### src/rtl/jtpang_obj_draw_if.sv
// Signal bundle between the object scanner, the object ROM slot and the line buffer.
// The renderer uses the master modport; the surrounding logic or bench uses slave.
interface jtpang_obj_draw_if;
    logic        draw;
    logic        busy;
    logic [11:0] code;
    logic [3:0]  row;
    logic        hflip;
    logic [8:0]  xpos;
    logic [3:0]  pal;
    logic        rom_cs;
    logic [16:0] rom_addr;
    logic [31:0] rom_data;
    logic        rom_ok;
    logic        buf_we;
    logic [8:0]  buf_addr;
    logic [7:0]  buf_din;

    modport master (
        input  draw, code, row, hflip, xpos, pal, rom_data, rom_ok,
        output busy, rom_cs, rom_addr, buf_we, buf_addr, buf_din
    );

    modport slave (
        output draw, code, row, hflip, xpos, pal, rom_data, rom_ok,
        input  busy, rom_cs, rom_addr, buf_we, buf_addr, buf_din
    );
endinterface

### src/rtl/jtpang_obj_draw.sv
// Per-sprite line renderer: fetches two 32-bit planar words for one 16-pixel row
// and writes the opaque 4bpp pixels to the object line buffer.
module jtpang_obj_draw #(
    parameter logic [3:0] TRANSP  = 4'hf,
    parameter logic [8:0] HOFFSET = 9'd0
) (
    input logic              rst,
    input logic              clk,
    jtpang_obj_draw_if.master bus
);

    typedef enum logic [1:0] {
        ST_IDLE = 2'd0,
        ST_ADDR = 2'd1,
        ST_WAIT = 2'd2,
        ST_DRAW = 2'd3
    } state_t;

    state_t      state_q, state_d;

    logic [11:0] code_q,     code_d;
    logic [3:0]  row_q,      row_d;
    logic        hflip_q,    hflip_d;
    logic [3:0]  pal_q,      pal_d;
    logic [8:0]  x_q,        x_d;
    logic        half_q,     half_d;
    logic        first_q,    first_d;
    logic [31:0] sr_q,       sr_d;
    logic [2:0]  cnt_q,      cnt_d;
    logic        busy_q,     busy_d;
    logic        rom_cs_q,   rom_cs_d;
    logic [16:0] rom_addr_q, rom_addr_d;
    logic        buf_we_q,   buf_we_d;
    logic [8:0]  buf_addr_q, buf_addr_d;
    logic [7:0]  buf_din_q,  buf_din_d;

    logic        accept;
    logic        last_pix;
    logic [3:0]  pix;
    logic [31:0] sr_shift;

    // busy_q stays high for the cycle of the final write slot, so gating on it
    // keeps a draw from being taken until the scanner has seen busy=0.
    assign accept   = (state_q == ST_IDLE) && !busy_q && bus.draw;
    assign last_pix = (cnt_q == 3'd7);

    // Each byte is one bit plane; pixel bit gi comes from byte gi.
    generate
        for (genvar gi = 0; gi < 4; gi++) begin : g_plane
            assign pix[gi] = hflip_q ? sr_q[8*gi] : sr_q[8*gi+7];
            assign sr_shift[8*gi +: 8] = hflip_q ? {1'b0, sr_q[8*gi+1 +: 7]}
                                                 : {sr_q[8*gi +: 7], 1'b0};
        end
    endgenerate

    // State register
    always_ff @(posedge clk or posedge rst) begin
        if (rst) begin
            state_q <= ST_IDLE;
        end else begin
            state_q <= state_d;
        end
    end

    // Next-state logic
    always_comb begin
        state_d = state_q;
        case (state_q)
            ST_IDLE: if (accept)     state_d = ST_ADDR;
            ST_ADDR:                 state_d = ST_WAIT;
            ST_WAIT: if (bus.rom_ok) state_d = ST_DRAW;
            ST_DRAW: if (last_pix)   state_d = first_q ? ST_ADDR : ST_IDLE;
            default:                 state_d = ST_IDLE;
        endcase
    end

    // Output and datapath logic
    always_comb begin
        code_d     = code_q;
        row_d      = row_q;
        hflip_d    = hflip_q;
        pal_d      = pal_q;
        x_d        = x_q;
        half_d     = half_q;
        first_d    = first_q;
        sr_d       = sr_q;
        cnt_d      = cnt_q;
        rom_addr_d = rom_addr_q;
        buf_we_d   = 1'b0;
        buf_addr_d = buf_addr_q;
        buf_din_d  = buf_din_q;

        case (state_q)
            ST_IDLE: begin
                if (accept) begin
                    code_d     = bus.code;
                    row_d      = bus.row;
                    hflip_d    = bus.hflip;
                    pal_d      = bus.pal;
                    x_d        = bus.xpos + HOFFSET;
                    half_d     = bus.hflip;
                    first_d    = 1'b1;
                    rom_addr_d = {bus.code, bus.row, bus.hflip};
                end
            end
            ST_WAIT: begin
                if (bus.rom_ok) begin
                    sr_d  = bus.rom_data;
                    cnt_d = 3'd0;
                end
            end
            ST_DRAW: begin
                buf_we_d   = (pix != TRANSP);
                buf_addr_d = x_q;
                buf_din_d  = {pal_q, pix};
                x_d        = x_q + 9'd1;
                sr_d       = sr_shift;
                cnt_d      = cnt_q + 3'd1;
                if (last_pix && first_q) begin
                    half_d     = ~half_q;
                    first_d    = 1'b0;
                    rom_addr_d = {code_q, row_q, ~half_q};
                end
            end
            default: ;
        endcase

        rom_cs_d = (state_d == ST_ADDR) || (state_d == ST_WAIT);
        busy_d   = (state_d != ST_IDLE) || (state_q == ST_DRAW);
    end

    always_ff @(posedge clk or posedge rst) begin
        if (rst) begin
            code_q     <= '0;
            row_q      <= '0;
            hflip_q    <= 1'b0;
            pal_q      <= '0;
            x_q        <= '0;
            half_q     <= 1'b0;
            first_q    <= 1'b0;
            sr_q       <= '0;
            cnt_q      <= '0;
            busy_q     <= 1'b0;
            rom_cs_q   <= 1'b0;
            rom_addr_q <= '0;
            buf_we_q   <= 1'b0;
            buf_addr_q <= '0;
            buf_din_q  <= '0;
        end else begin
            code_q     <= code_d;
            row_q      <= row_d;
            hflip_q    <= hflip_d;
            pal_q      <= pal_d;
            x_q        <= x_d;
            half_q     <= half_d;
            first_q    <= first_d;
            sr_q       <= sr_d;
            cnt_q      <= cnt_d;
            busy_q     <= busy_d;
            rom_cs_q   <= rom_cs_d;
            rom_addr_q <= rom_addr_d;
            buf_we_q   <= buf_we_d;
            buf_addr_q <= buf_addr_d;
            buf_din_q  <= buf_din_d;
        end
    end

    assign bus.busy     = busy_q;
    assign bus.rom_cs   = rom_cs_q;
    assign bus.rom_addr = rom_addr_q;
    assign bus.buf_we   = buf_we_q;
    assign bus.buf_addr = buf_addr_q;
    assign bus.buf_din  = buf_din_q;

endmodule

### src/flat_wrapper.sv
// flat-port wrapper written by rule: the top's interface ports become plain ports
module jtpang_obj_draw_flat 
#(
    parameter logic [3:0] TRANSP  = 4'hf,
    parameter logic [8:0] HOFFSET = 9'd0
)
  (rst, clk, bus_draw, bus_code, bus_row, bus_hflip, bus_xpos, bus_pal, bus_rom_data, bus_rom_ok, bus_busy, bus_rom_cs, bus_rom_addr, bus_buf_we, bus_buf_addr, bus_buf_din);
  jtpang_obj_draw_if bus_i ();
  input logic rst;
  input logic clk;
  input wire logic [$bits(bus_i.draw)-1:0] bus_draw;
  input wire logic [$bits(bus_i.code)-1:0] bus_code;
  input wire logic [$bits(bus_i.row)-1:0] bus_row;
  input wire logic [$bits(bus_i.hflip)-1:0] bus_hflip;
  input wire logic [$bits(bus_i.xpos)-1:0] bus_xpos;
  input wire logic [$bits(bus_i.pal)-1:0] bus_pal;
  input wire logic [$bits(bus_i.rom_data)-1:0] bus_rom_data;
  input wire logic [$bits(bus_i.rom_ok)-1:0] bus_rom_ok;
  output wire logic [$bits(bus_i.busy)-1:0] bus_busy;
  output wire logic [$bits(bus_i.rom_cs)-1:0] bus_rom_cs;
  output wire logic [$bits(bus_i.rom_addr)-1:0] bus_rom_addr;
  output wire logic [$bits(bus_i.buf_we)-1:0] bus_buf_we;
  output wire logic [$bits(bus_i.buf_addr)-1:0] bus_buf_addr;
  output wire logic [$bits(bus_i.buf_din)-1:0] bus_buf_din;
  assign bus_i.draw = bus_draw;
  assign bus_i.code = bus_code;
  assign bus_i.row = bus_row;
  assign bus_i.hflip = bus_hflip;
  assign bus_i.xpos = bus_xpos;
  assign bus_i.pal = bus_pal;
  assign bus_i.rom_data = bus_rom_data;
  assign bus_i.rom_ok = bus_rom_ok;
  assign bus_busy = bus_i.busy;
  assign bus_rom_cs = bus_i.rom_cs;
  assign bus_rom_addr = bus_i.rom_addr;
  assign bus_buf_we = bus_i.buf_we;
  assign bus_buf_addr = bus_i.buf_addr;
  assign bus_buf_din = bus_i.buf_din;
  jtpang_obj_draw #(.TRANSP(TRANSP), .HOFFSET(HOFFSET)) u_core (.rst(rst), .clk(clk), .bus(bus_i));
endmodule
### config.mk
export PLATFORM = sky130hd
export DESIGN_NAME = jtpang_obj_draw_flat
export DESIGN_NICKNAME = d
export VERILOG_FILES = /design/src/rtl/jtpang_obj_draw_if.sv /design/src/rtl/jtpang_obj_draw.sv /design/src/flat_wrapper.sv
export SDC_FILE = /design/constraint.sdc
export NUM_CORES = 1
export LEC_CHECK = 0
export CAP_MARGIN = 10
export CELL_PAD_IN_SITES_DETAIL_PLACEMENT = 1
export CELL_PAD_IN_SITES_GLOBAL_PLACEMENT = 2
export CORE_UTILIZATION = 34
export DETAILED_ROUTE_END_ITERATION = 8
export GPL_ROUTABILITY_DRIVEN = 0
export PLACE_DENSITY_LB_ADDON = 0.1
export RECOVER_POWER = 25
export REMOVE_ABC_BUFFERS = 1
export SLEW_MARGIN = 10
export SYNTH_ARGS = -nofsm -noshare
export SYNTH_HDL_FRONTEND = slang
export SYNTH_SLANG_ARGS = --single-unit
### constraint.sdc
create_clock -name clk -period 4.7 [get_ports clk]
set_clock_uncertainty 0.05 [all_clocks]
set_input_delay 0.47 -clock clk [delete_from_list [all_inputs] [get_ports clk]]
set_output_delay 0.47 -clock clk [all_outputs]
set_load 0.02 [all_outputs]
==> flow_summary.toml, run 1 <==
[floorplanning]
core-area_um2 = 14600
fp.dieArea_um2 = 15600
dieHeight_um = 125
rows = 44
start_util_pct = 35.2
die_w_um = 125
pin_count = 103

[run_status]
outcome = "complete, but fails checks"
violations = "max-capacitance violations, max-slew violations"

[setup_path]
cp.required_ps = 4770
rr_worst_depth = 7
worstSetupStartpointType = "input pin"
arrival_ps = 3240
critPathKind = "input pin to async pin"
rrSetupSlack_ps = 1860
r2r-start = "u_core.state_q[0]"
endpoint_kind = "async pin"
worstReg2RegEnd = "u_core.bus.rom_addr[8]"
critPathMaxFanout = 33

[yosys]
ys.warnings.count = 0
async_flop_share_pct = 100
syn_avg_cell_area_um2 = 9.47
yosysMostFrequentCell = "nand2_1"
synth_seq_cells = 105
synth.cells.most_frequent = "115 x nand2_1, 105 x dfrtp_1, 54 x nor2_1"
syn_inst = 544
synth_ff_type = "dfrtp_1"
synth-edff-count = 0
yosys-top-cells-area = "dfrtp_1 51%, mux2i_1 9.3%, nand2_1 8.4%"
ys_types = 40
ys_seq_area_share_pct = 51.0
syn_area_um2 = 5150
yosysTopAreaCell = "dfrtp_1"
synth_top_area_share_pct = 51.0

[grt]
grt-ovfl-total = 0
grt_max_degree = 69
antenna_found_initial = 0
grt_pass1_vias = 4200
grt_pass1_wl_mm = 21.8
grt_usage_pct = 17.3

[timing]
max-slew-margin-rel_pct = -20.0
tns_ps = 0
hold_viol = 0
grt_setup_unrepaired = "false"
setup_viol = 0
worst_pin_slew_ps = 1800
fmax_ghz = 0.315
finalMaxSlewViolations = 34
fin_crit_sh_pct = 67.5
period_needed_ps = 3170

[worst_hold_path]
hold_path_class = "register to register"
hp-start = "u_core.pal_q[2]"
holdPathEnd = "u_core.pal_q[2]"
hold_depth = 2

[clock_tree]
cts_setup_buffers = 0
h-tree-depth = 3
cts_root_buf = "clkbuf_16"
postCtsHoldBufs = 0
cts_buffers = 9
clkSinkCount = 105
clock_latency_ps = 350
cts.reportedPaths.clkPinSlew_ps = 70
cts_tree = "yes"
ctsResizeCount = 0
cts_buffer_depth = 2

[detailed_routing]
drt-total-wl_mm = 12.9
first_iter_violations = 164
viasPerCell = 5.00
ant_nets = 0
firstDrtPassIters = 6
wl_per_cell_um = 15.9
vias = 4076
drc_errors = 0

[layout]
final-seq-area_um2 = 2630
fillers = 1650
final_nets = 700
drive_above_1_share_pct = 8.72
num_antenna_cells = 0
utilization_pct = 45.2
area_delta_synth_final_pct = 28.5
multiInputGateArea_um2 = 2330

[power]
p_per_area_nw_per_um2 = 728
peakVddDrop_mv = 0.293
p_leak_nw = 2.84

[placement]
dpl.hpwl_mm = 8.76
port_buffers = 102

[job]
cap_viol_max_count = 1
-- worst max path at each step --
stage                                    to              start
finish                      u_core.row_q[0]                rst
global placement    u_core.bus.rom_addr[11]  u_core.state_q[0]
detailed placement   u_core.bus.rom_addr[8]  u_core.state_q[0]
CTS                  u_core.bus.rom_addr[8]  u_core.state_q[0]
floorplan                   u_core.cnt_q[0]  u_core.state_q[1]
global route         u_core.bus.buf_addr[6]                rst
-- state kept, by name, indices dropped and copies added, names as in the netlist, 2 cells and up --
register             flops
u_core.bus.buf_addr      9
u_core.bus.rom_addr     17
u_core.code_q           12
u_core.sr_q             32
u_core.state_q           2
u_core.cnt_q             3
u_core.bus.buf_din       8
u_core.x_q               9
u_core.pal_q             4
u_core.row_q             4
-- cells in the final DEF, fill, tap and decap left out, types with 6 or more instances in the layout --
master	netlist	layout
nand2_1	115	115
dfrtp_1	105	104
clkdlybuf4s50_1	0	101
nor2_1	54	54
a21oi_1	50	50
mux2i_1	48	47
o21ai_0	43	43
a21oi_2	13	13
mux2_2	12	12
clkbuf_16	0	9
inv_1	10	8
ha_1	8	7
and3_1	6	6
-- kinds of logic (layout without fill, tap and decap cells) --
group           Yosys count  in the layout  share of synthesized area [%]
compound gates          133            133                           15.7
fa+ha+maj                 8              8                           1.94
buf+inv                  47            134                           4.25
flops                   105            105                           51.0
mux                      60             60                           12.0
simple gates            191            191                           15.1
-- per-stage QoR --
step	cell area [um2]	hold WS, ps	std cells	setup slack, ps	power (mW)
after floorplan	4970	390	507	307	3.20
after global placement	6290	402	799	1930	3.94
after detailed placement	6290	419	799	1830	4.04
after CTS	6630	431	815	1810	4.89
after global routing	6620	454	815	889	5.22
final	6620	430	815	1530	4.82
-- per-layer routing --
metal / vias up / track usage [%] / part of all wire (%)
met2: 70 / 28.9 / 47
met1: 1974 / 22.7 / 49
met4: 0 / 6.03 / 1.4
met5: - / 0 / 0
met3: 12 / 3.12 / 3.0
li1: 2020 / - / -
-- cell type report --
cell class                 count  area share (%)
tap                          184            3.48
clock buffer                  12            3.87
clock inverter                 4            1.13
timing repair buffer         108            16.0
multi-input combinational    392            35.2
inverter                      10           0.586
sequential                   105            39.7
-- critical path: stages --
cell	delay, ps
dlygate4sd3_1	550
clkinvlp_2	820
clkbuf_1	1370
-- power by group --
group	switching (mW)	leakage, nW	internal (mW)
clock network	0.344	0.155	0.497
registers	0.394	1.26	1.35
logic	1.23	1.42	1.00
(Power assumes the default switching activity.)
==> run 2: changes to the inputs <==
- CORE_UTILIZATION: 34 -> 29
- clock period: 4.7 -> 2.55 ns (I/O delays scaled with it)
==> run 2 against run 1 <==
Net effect:
- hold slack got worse by 26 ps
- flip-flop and latch count unchanged
- register-to-register slack lost 1400 ps
- global-route usage is 1.7 points lower
- highest routed layer unchanged
- largest cell class unchanged
- sequential share of layout area shrank 0.72 points
- non-clock buffer count grew 6
- first-iteration DRC count is 10% lower
- die area is 17% higher
- critical path type is now register to register
- final cell count grew 5.8%
- routed wire length increased by 3.4%
- the flow still finishes with violations (max-capacitance violations, max-slew violations)
- sequential power is 79% higher
==> flow_summary.toml, run 2 (synthesis gave the netlist of run 1 again) <==
[run_status]
outcome = "complete, but fails checks"
violations = "max-capacitance violations, max-slew violations"

[detailed_routing]
viasPerCell = 4.79
vias = 4132
ant_nets = 0
wl_per_cell_um = 15.5
wl_met1_mm = 6.39
drc_errors = 0
dr_wl_met3_um = 530
firstDrtPassIters = 4
top_layer = "met4"
drt-total-wl_mm = 13.4
wl_met2_mm = 6.26
first_iter_violations = 147

[clock_tree]
cts_root_buf = "clkbuf_16"
cts_setup_buffers = 0
h-tree-depth = 3
postCtsHoldBufs = 0
cts_tree = "yes"
ctsResizeCount = 0
clock_latency_ps = 350
cts.reportedPaths.clkPinSlew_ps = 70
cts_buffer_depth = 2
cts_buffers = 9
clkSinkCount = 105

[timing]
fin_crit_sh_pct = 82.5
period_needed_ps = 2100
worst_pin_slew_ps = 1590
max-slew-margin-rel_pct = -6.53
hold_viol = 0
setup_viol = 0
grt_setup_unrepaired = "false"
finalMaxSlewViolations = 33
tns_ps = 0
fmax_ghz = 0.475

[layout]
design_area_um2 = 6740
mostFrequentLayoutCells = "115 x nand2_1, 104 x dfrtp_1, 101 x clkdlybuf4s50_1, 54 x nor2_1, 50 x a21oi_1"
area_delta_synth_final_pct = 30.9
multiInputGateArea_um2 = 2330
drive_above_1_share_pct = 9.89
largest_register_ffs = 32
num_antenna_cells = 0
final_common_cell = "nand2_1"
final_nets = 706
regMostFlops = "u_core.sr_q"
fillers = 1959
final_cells = 862
utilization_pct = 39.0
final-seq-area_um2 = 2630

[job]
cap_viol_max_count = 1

[setup_path]
critPathKind = "register to register"
critPathMaxFanout = 25
arrival_ps = 2280
worstSetupStartpointType = "register"
cp.required_ps = 2720
endpoint_kind = "register"

[floorplanning]
start_util_pct = 29.8
pin_count = 103
die_w_um = 135
core-area_um2 = 17300
dieHeight_um = 135
rows = 48
fp.dieArea_um2 = 18300

[placement]
dp.cells = 846
dpl.hpwl_mm = 9.07
place_area_um2 = 6450
port_buffers = 102

[grt]
grt_max_degree = 60
grt-ovfl-total = 0
grt_usage_pct = 15.6
antenna_found_initial = 0
grt_pass1_vias = 4287
grt_pass1_wl_mm = 22.2

[power]
p_per_area_nw_per_um2 = 1320
peakVddDrop_mv = 0.498
p_leak_nw = 2.87
power.total_mw = 8.88

[worst_hold_path]
hold_path_class = "input pin to register"
run 2: cell types whose count changed in the layout (fill, tap and decap cells not counted), sizes merged:
cell	change
buf	+7
bufinv	-2
clkbuf	-2
clkinvlp	+2
inv	+1
run 2: final timing paths:
check | from | endpoint | slack [ps] | depth (start not counted)
hold / removal | bus_pal[3] | u_core.pal_q[3] | 400 | 3
setup reg to reg | u_core.state_q[0] | u_core.x_q[6] | 450 | 6
max in group asynchronous | rst | u_core.state_q[0] | 780 | 3
min in group asynchronous | rst | u_core.bus.buf_addr[3] | 690 | 2
hold reg to reg | u_core.pal_q[0] | u_core.pal_q[0] | 430 | 2
setup / recovery | u_core.state_q[0] | u_core.x_q[6] | 450 | 6
run 2: worst max-delay path: stages (launching register included):
cell and delay, ps:
dfrtp_1 430, inv_1 130, ha_1 330, nand3b_4 210, buf_4 290, a2111oi_0 430, nor3_1 110
run 2: metrics by stage:
step | hold WS (ps) | worst slack [ps]
2_1_floorplan | 310 | -1840
3_3_place_gp | 407 | 478
3_5_place_dp | 415 | 418
4_1_cts | 234 | 416
5_1_grt | 417 | 282
6_report | 403 | 445
run 2: area by class of cell:
cell class                 count  share of cell area, %
clock buffer                  11                   3.75
clock inverter                 5                  0.575
inverter                      10                  0.575
multi-input combinational    392                   34.5
sequential                   105                   39.0
tap                          225                   4.18
timing repair buffer         114                   17.4
run 2: power by group:
part / total [mW] / internal [mW] / leakage (nW) / switching (mW)
Combinational: 4.39 / 1.98 / 1.48 / 2.41
Clock: 1.37 / 0.720 / 0.130 / 0.648
Sequential: 3.12 / 2.49 / 1.26 / 0.632
Total: 8.88 / 5.19 / 2.87 / 3.69
run 2: per-layer routing:
| metal | GRT usage, % | vias to the layer above |
|---|---|---|
| met5 | 0 | - |
| met4 | 5.62 | 0 |
| met3 | 2.62 | 12 |
| met1 | 20.6 | 2015 |
| li1 | - | 2033 |
| met2 | 25.7 | 72 |
==> run 3: changes to the inputs <==
- clock period: 2.55 -> 1.77 ns (I/O delays scaled with it)
==> run 3 against run 2 <==
Net effect:
- the run now ends clean
- die area stayed put
- global-route usage up 0.16 points
- critical path depth rose by 3
- total power grew 58%
- clock power increased by 42%
==> flow_summary.toml, run 3 (synthesis gave the netlist of run 1 again) <==
[worst_hold_path]
hold_path_class = "input pin to register"
hp-start = "bus_pal[1]"

[power]
combPwrFrac_pct = 54.3
p_per_area_nw_per_um2 = 1960
switching_share_pct = 41.6
p_leak_nw = 3.02
peakVddDrop_mv = 0.690
switchingPower_mw = 5.83
pwr-share-seq_pct = 31.8
internal-power_mw = 8.18
power.share.clock_pct = 13.9

[layout]
final_nets = 727
drive_above_1_share_pct = 17.0
regMostFlops = "u_core.sr_q"
fillers = 1926
num_antenna_cells = 0
utilization_pct = 41.3
final_common_cell = "nand2_1"
area_delta_synth_final_pct = 38.7
largest_register_ffs = 32
mostFrequentLayoutCells = "113 x nand2_1, 104 x dfrtp_1, 101 x clkdlybuf4s50_1, 47 x mux2i_1, 45 x a21oi_1"
design_area_um2 = 7140

[grt]
grt_usage_pct = 15.8
grt_pass1_vias = 4380
grt_pass1_wl_mm = 22.5
grt_max_degree = 42
antenna_found_initial = 0
grt-ovfl-total = 0

[clock_tree]
clkSinkCount = 105
h-tree-depth = 3
cts_tree = "yes"
clock_latency_ps = 350
cts_buffer_depth = 2
cts_root_buf = "clkbuf_16"
cts.reportedPaths.clkPinSlew_ps = 80
cts_buffers = 9

[timing]
fmax_ghz = 0.575
finalMaxSlewViolations = 0
grt_setup_unrepaired = "true"
max-slew-margin-rel_pct = 22.1
fin_crit_sh_pct = 98.3
hold_viol = 0
setup_viol = 0
period_needed_ps = 1740
worst_pin_slew_ps = 1160
hold_ws_ps = 307

[detailed_routing]
drt-total-wl_mm = 14.2
viasPerCell = 4.82
vias = 4255
ant_nets = 0
wl_per_cell_um = 16.1
first_iter_violations = 105
firstDrtPassIters = 4
drc_errors = 0

[setup_path]
endpoint_kind = "register"
arrival_ps = 1980
slowest_stage = "dfrtp_1"
r2r-start = "u_core.cnt_q[0]"
path_cells = "ha_2 > ha_4 > buf_6 > nand2_4 > a221oi_4 > buf_12 > clkbuf_16 > nor2_1 > a21oi_2"
max_stage_delay_ps = 360
critPathMaxFanout = 8
cp.required_ps = 2010
critPathKind = "register to register"
worstSetupStartpointType = "register"
cp-startpoint = "u_core.cnt_q[0]"

[placement]
port_buffers = 102
dpl.hpwl_mm = 9.41
place_area_um2 = 6600

[job]
cap_viol_max_count = 0

[floorplanning]
start_util_pct = 29.8
die_w_um = 135
pin_count = 103
fp.dieArea_um2 = 18300
core-area_um2 = 17300
rows = 48
dieHeight_um = 135

[run_status]
outcome = "finished, final reports clean"
run 3: cell count changes in the layout (fill, tap and decap cells not counted), moves of 4 or more:
| cell | delta |
|---|---|
| ha_1 | -5 |
| a21oi_1 | -5 |
| a21oi_2 | +5 |
| buf_4 | +11 |
| buf_12 | +4 |
| nor2_2 | +10 |
| nor2_1 | -12 |
run 3: worst max-delay path: cells and delay by family, from the launching register on:
family / cells / cell delay, ps
AND/OR/NAND/NOR: 2 / 100
AO/OA/AOI/OAI: 2 / 370
flip-flops: 1 / 360
adder cells (fa/ha/maj): 2 / 350
buffers and inverters: 3 / 440
run 3: routing by layer:
metal	GRT usage (%)	wire length, um
met1	20.4	6600
met2	26.2	6850
met3	2.81	511
met4	6.18	242
met5	0	0
run 3: area by class of cell:
class                           count  area [um2]  area share, %
Clock buffer                        9         225           3.15
Clock inverter                      7        52.6          0.736
Inverter                           10        38.8          0.543
Multi-Input combinational cell    392        2470           34.6
Sequential cell                   105        2630           36.8
Tap cell                          225         282           3.94
Timing Repair Buffer              135        1450           20.2
run 3: worst paths after layout:
| check | to | slack [ps] | cells past startpoint |
|---|---|---|---|
| setup / recovery | u_core.bus.rom_addr[3] | 30 | 9 |
| hold / removal | u_core.pal_q[1] | 310 | 3 |
| setup reg to reg | u_core.bus.rom_addr[3] | 30 | 9 |
| hold reg to reg | u_core.code_q[1] | 430 | 2 |
| max in group asynchronous | u_core.code_q[2] | 380 | 3 |
| min in group asynchronous | u_core.x_q[3] | 470 | 2 |
run 3: power by group through the flow:
| stage | clock [mW] | combinational (mW) | sequential (mW) |
|---|---|---|---|
| 2_1_floorplan | 0 | 3.54 | 4.87 |
| 3_3_place_gp | 0 | 6.58 | 4.43 |
| 3_5_place_dp | 0 | 6.80 | 4.47 |
| 4_1_cts | 2.02 | 6.91 | 4.43 |
| 5_1_grt | 2.10 | 8.38 | 4.63 |
| 6_report | 1.94 | 7.60 | 4.45 |
run 3: what timing repair did:
| item | CTS | global route |
|---|---|---|
| cloned | 0 | 4 |
| hold buffers | 0 | 0 |
| setup buffers | 1 | 1 |
| endpoints found under the setup margin | 13 | 32 |
| pin swaps | 0 | 3 |
| resized for setup | 8 | 30 |
run 3: through the flow:
step | TNS [ps] | power, mW | instances | worst slack, ps
after floorplan | -277470 | 8.41 | 507 | -2620
after global placement | -44.2 | 11.0 | 861 | -44.2
after detailed placement | -264 | 11.3 | 861 | -92.6
after CTS | -74.4 | 13.4 | 878 | -27.0
after global routing | -409 | 15.1 | 883 | -31.2
final | 0 | 14.0 | 883 | 29.4
